<file path="src/rtl/axi_aw_issue.sv">
// AXI write-address issue stage: request FIFO, AW output register with
// VALID/READY hold, and an outstanding-write credit counter fed by B handshakes.
module axi_aw_issue #(
    parameter int DEPTH           = 16,
    parameter int ID_WIDTH        = 8,
    parameter int ADDR_WIDTH      = 32,
    parameter int MAX_OUTSTANDING = 8
) (
    input  logic                               clk,
    input  logic                               rst,
    input  logic                               req_valid,
    output logic                               req_ready,
    input  logic [ID_WIDTH-1:0]                req_id,
    input  logic [ADDR_WIDTH-1:0]              req_addr,
    input  logic [7:0]                         req_len,
    input  logic [2:0]                         req_size,
    input  logic [1:0]                         req_burst,
    output logic [ID_WIDTH-1:0]                axi_awid,
    output logic [ADDR_WIDTH-1:0]              axi_awaddr,
    output logic [7:0]                         axi_awlen,
    output logic [2:0]                         axi_awsize,
    output logic [1:0]                         axi_awburst,
    output logic                               axi_awvalid,
    input  logic                               axi_awready,
    input  logic                               axi_bvalid,
    input  logic                               axi_bready,
    output logic [$clog2(DEPTH+1)-1:0]         fifo_count,
    output logic [$clog2(MAX_OUTSTANDING+1)-1:0] outstanding,
    output logic                               b_underflow
);

    localparam int PTR_W = $clog2(DEPTH);
    localparam int CNT_W = $clog2(DEPTH + 1);
    localparam int OST_W = $clog2(MAX_OUTSTANDING + 1);
    localparam int PAY_W = ID_WIDTH + ADDR_WIDTH + 8 + 3 + 2;

    localparam logic [OST_W-1:0] OST_MAX  = OST_W'(MAX_OUTSTANDING);
    localparam logic [OST_W-1:0] OST_ZERO = {OST_W{1'b0}};
    localparam logic [OST_W-1:0] OST_ONE  = {{(OST_W-1){1'b0}}, 1'b1};
    localparam logic [PTR_W:0]   PTR_ONE  = {{PTR_W{1'b0}}, 1'b1};

    logic [PAY_W-1:0] mem [DEPTH];
    logic [PTR_W:0]   wr_ptr_r;
    logic [PTR_W:0]   rd_ptr_r;
    logic [PAY_W-1:0] aw_pay_r;
    logic             aw_valid_r;
    logic [OST_W-1:0] outstanding_r;
    logic             b_underflow_r;

    logic             full_s;
    logic             empty_s;
    logic             push_s;
    logic             load_s;
    logic             slot_free_s;
    logic             credit_ok_s;
    logic             b_hs_s;
    logic [PAY_W-1:0] req_pay_s;
    logic [PAY_W-1:0] head_pay_s;
    logic [OST_W-1:0] ost_next_s;
    logic             underflow_set_s;

    // The extra pointer MSB separates the full and empty cases at equal indices.
    assign full_s  = (wr_ptr_r[PTR_W] != rd_ptr_r[PTR_W]) &&
                     (wr_ptr_r[PTR_W-1:0] == rd_ptr_r[PTR_W-1:0]);
    assign empty_s = (wr_ptr_r == rd_ptr_r);

    assign req_ready   = !full_s && !rst;
    assign push_s      = req_valid && req_ready;
    assign slot_free_s = !aw_valid_r || axi_awready;
    assign credit_ok_s = (outstanding_r < OST_MAX);
    assign load_s      = slot_free_s && !empty_s && credit_ok_s;
    assign b_hs_s      = axi_bvalid && axi_bready;

    assign req_pay_s  = {req_id, req_addr, req_len, req_size, req_burst};
    assign head_pay_s = mem[rd_ptr_r[PTR_W-1:0]];

    assign {axi_awid, axi_awaddr, axi_awlen, axi_awsize, axi_awburst} = aw_pay_r;
    assign axi_awvalid = aw_valid_r;
    assign fifo_count  = CNT_W'(wr_ptr_r - rd_ptr_r);
    assign outstanding = outstanding_r;
    assign b_underflow = b_underflow_r;

    // FIFO storage write port; contents are don't-care until pointed at.
    always_ff @(posedge clk) begin
        if (push_s) begin
            mem[wr_ptr_r[PTR_W-1:0]] <= req_pay_s;
        end
    end

    // FIFO pointers: a load into the output register is the only pop.
    always_ff @(posedge clk) begin
        if (rst) begin
            wr_ptr_r <= {(PTR_W+1){1'b0}};
            rd_ptr_r <= {(PTR_W+1){1'b0}};
        end else begin
            if (push_s) begin
                wr_ptr_r <= wr_ptr_r + PTR_ONE;
            end
            if (load_s) begin
                rd_ptr_r <= rd_ptr_r + PTR_ONE;
            end
        end
    end

    // AW output register: only changes when the slot is free, so VALID and
    // payload stay frozen while the slave withholds READY.
    always_ff @(posedge clk) begin
        if (rst) begin
            aw_valid_r <= 1'b0;
            aw_pay_r   <= {PAY_W{1'b0}};
        end else if (slot_free_s) begin
            aw_valid_r <= load_s;
            if (load_s) begin
                aw_pay_r <= head_pay_s;
            end
        end
    end

    // Credit bookkeeping: a load takes a credit, a B handshake returns one.
    always_comb begin
        ost_next_s      = outstanding_r;
        underflow_set_s = 1'b0;
        case ({load_s, b_hs_s})
            2'b10: ost_next_s = outstanding_r + OST_ONE;
            2'b01: begin
                if (outstanding_r == OST_ZERO) begin
                    underflow_set_s = 1'b1;
                end else begin
                    ost_next_s = outstanding_r - OST_ONE;
                end
            end
            default: ost_next_s = outstanding_r;
        endcase
    end

    // Credit counter and sticky underflow flag.
    always_ff @(posedge clk) begin
        if (rst) begin
            outstanding_r <= OST_ZERO;
            b_underflow_r <= 1'b0;
        end else begin
            outstanding_r <= ost_next_s;
            if (underflow_set_s) begin
                b_underflow_r <= 1'b1;
            end
        end
    end

endmodule

</file>
<file path="config.mk">
export PLATFORM = sky130hd
export DESIGN_NAME = axi_aw_issue
export DESIGN_NICKNAME = d
export VERILOG_FILES = /design/src/rtl/axi_aw_issue.sv
export SDC_FILE = /design/constraint.sdc
export NUM_CORES = 1
export LEC_CHECK = 0
export ABC_AREA = 1
export CAP_MARGIN = 15
export CORE_MARGIN = 10
export CORE_UTILIZATION = 45
export DETAILED_ROUTE_END_ITERATION = 16
export GPL_TIMING_DRIVEN = 0
export PLACE_DENSITY = 0.64
export REMOVE_ABC_BUFFERS = 1
export SLEW_MARGIN = 30
export SYNTH_ARGS = -nofsm -noshare
export SYNTH_HDL_FRONTEND = slang
export SYNTH_SLANG_ARGS = --single-unit
</file>
<file path="constraint.sdc">
create_clock -name clk -period 9.1 [get_ports clk]
set_clock_uncertainty 0.05 [all_clocks]
set_input_delay 2.73 -clock clk [delete_from_list [all_inputs] [get_ports clk]]
set_output_delay 2.73 -clock clk [all_outputs]
set_load 0.05 [all_outputs]
</file>
==> results.cfg <==
[cts]
postCtsSetupRepairBufs = 0
insertion_delay_ns = 0.64
hold_buffers = 0
cts_buffers = 91
numClockSinks = 917
cts_resized = 0
clock_path_buffers = 3
clockRootBuffer = clkbuf_16
cts_tree = built
clkSlewWorstSetupHoldPaths_ns = 0.06
cts_max_level = 3

[timing]
final_hold_viol_count = 0
setup_tns_ns = 0
rsz0062_at_grt = no
drv_slew = 0
fin_crit_ns = 7.20
finalCritPeriodShare_pct = 79.1
tightestPinTransition_ns = 0.670
slew_headroom_pct = 55.2
max_freq_mhz = 139
setup_viol = 0

[power]
vdd_drop_max_mv = 0.193
power.switching_mw = 3.76
p_leak_nw = 14.2
power_frac_clock_pct = 31.9
netSwitchingFraction_pct = 32.3
comb_power_share_pct = 26.4
finalPower_mw = 11.7
power_frac_seq_pct = 41.7
p_per_area_nw_per_um2 = 272
intPower_mw = 7.89

[yosys]
ys_ff_latch = 917
ys_seq_area_share_pct = 75.2
yosys_warnings = 0
synth.cell_area_um2 = 35700
synth_area_per_cell_um2 = 12.8
netlist_instances = 2787
ys_types = 30

[run_status]
status = finished clean

[critical_path]
cp-start-kind = input port
cpMostUsedCell = clkdlybuf4s50_1
critPathRequiredTime_ns = 6.32
worstPathArrival_ns = 4.42
cp_max_fo = 6
critPathSlowestCell = clkdlybuf4s50_1
crit_start = rst
r2r-start = rd_ptr_r[1]$_SDFFE_PP0P_
path_cells = clkdlybuf4s50_1 -> a21oi_1 -> clkdlybuf4s50_1
cp-end-kind = output port
critical_path_class = in -> out
cpPeakStageDelay_ns = 0.83

[job]
cap_violations = 0

[routing]
drtIter0Drc = 2321
drc_errors = 0
first_pass_iters = 5
via_per_inst = 5.69
wl_mm = 92.6
vias = 22900
drtAntennaViolNets = 0
wl_per_cell_um = 22.9

[grt]
gr-usage-met2_pct = 33.8
top_usage_layer = met2
grt_pass1_vias = 22400
met1_usage_pct = 25.3
antenna_found_initial = 6
use_met3_pct = 3.42
grt_pass1_wl_mm = 138
grt_max_degree = 128
grt_overflow = 0
grt_usage_pct = 19.9

[placed_design]
place_congestion = 0.719
placed_cells = 3865
dp_hpwl_mm = 55.5
portBuffers = 123

[floorplan]
start_util_pct = 45.3
io_pins = 124
die_area_um2 = 91100
die_h_um = 302
core.rowCount = 103
die_w_um = 302
coreArea_um2 = 78900

[cells_and_area]
fin_cells = 4035
fin_nets = 2980
area_delta_synth_final_pct = 20.1
final_cell_mix = 848 x edfxtp_1, 433 x nor2_1, 341 x o21ai_0
layout_commonest_cell = edfxtp_1
layout-drive-gt1-share_pct = 8.52

[worst_hold_path]
hold_class = reg -> reg
worstHoldStart = b_underflow$_SDFFE_PP0P_
-- through the flow --
stage          utilization, %  worst slack (ns)  hold WS (ns)  cell area [µm²]
4_1_cts                  54.4              1.90         0.418            42900
3_5_place_dp             50.6              1.91         0.405            39900
2_1_floorplan               -             -6.38         0.393            34800
3_3_place_gp             47.3            -23.87         0.405            37300
5_1_grt                  54.4              1.83         0.433            42900
6_report                 54.4              1.90         0.412            42900
-- power by group through the flow --
stage	Combinational, mW	Clock, mW	Sequential [mW]
after floorplan	1.61	0	5.42
after global placement	3.10	0	5.38
after detailed placement	3.06	0	4.95
after CTS	3.08	3.78	4.86
after global routing	3.37	3.95	4.87
final	3.07	3.72	4.86
-- layout make-up --
class                   instances  area [µm²]
multi-input cells            1658        7960
clock buffers                 126        2570
well taps                    1050        1310
diodes                          3        7.51
clock inverters                41         424
inverters                      25         134
repair buffers                215        3640
flip-flops and latches        917       26900
fillers                      6200       36000
-- critical path, delay by kind of cell --
| kind | cells | cell delay (ns) |
|---|---|---|
| buf+inv | 2 | 1.47 |
| compound gates | 1 | 0.22 |
-- cells in the mapped netlist --
cell type,number,share of area (%)
edfxtp_1,848,71
nor2_1,450,4.7
o21ai_0,341,4.8
nand2_1,299,3.1
nand3_1,219,3.1
a21oi_1,123,1.7
o211ai_1,106,2.2
clkbuf_1,98,1.0
dfxtp_1,69,3.9
o22ai_1,53,0.93
o21ai_1,41,0.57
buf_2,37,0.52
inv_1,21,0.22
buf_1,19,0.20
buf_6,17,0.54
buf_4,14,0.29
ha_1,11,0.39
inv_2,4,0.042
fa_1,2,0.11
nand2_2,2,0.035
nor3_1,2,0.028
xnor2_1,2,0.049
xor2_1,2,0.049
buf_12,1,0.056
clkbuf_2,1,0.014
nand3b_1,1,0.021
nand4_1,1,0.018
nor3_2,1,0.028
nor3b_1,1,0.021
o21a_1,1,0.021
-- sequential cells by signal, indices dropped and copies added (netlist names) --
register	count
mem	848
aw_pay_r	53
rd_ptr_r	5
wr_ptr_r	5
outstanding	4
axi_awvalid	1
b_underflow	1
-- cell families (layout without fill, tap and decap cells) --
family	Yosys count	count (layout)	synth area share, %
AND/OR/NAND/NOR	976	976	11.1
buffers and inverters	212	407	2.91
other	0	3	0
adder cells (fa/ha/maj)	13	13	0.497
flip-flops	917	917	75.2
AO/OA/AOI/OAI	665	665	10.3
XOR/XNOR	4	4	0.0981
-- layer usage --
layer | up-vias | share of wire, %
li1 | 10400 | -
met1 | 11400 | 40
met2 | 919 | 50
met3 | 193 | 7.2
met4 | 6 | 2.9
met5 | - | 0.036
-- path summary, 6_finish.rpt --
kind / to / slack (ns) / cells after the start
max: req_ready / 1.90 / 3
min: b_underflow$_SDFFE_PP0P_ / 0.41 / 1
max reg2reg: mem[0][7]$_DFFE_PP_ / 4.99 / 13
min reg2reg: b_underflow$_SDFFE_PP0P_ / 0.41 / 1
Note: power is estimated with default switching activity, not from simulation.
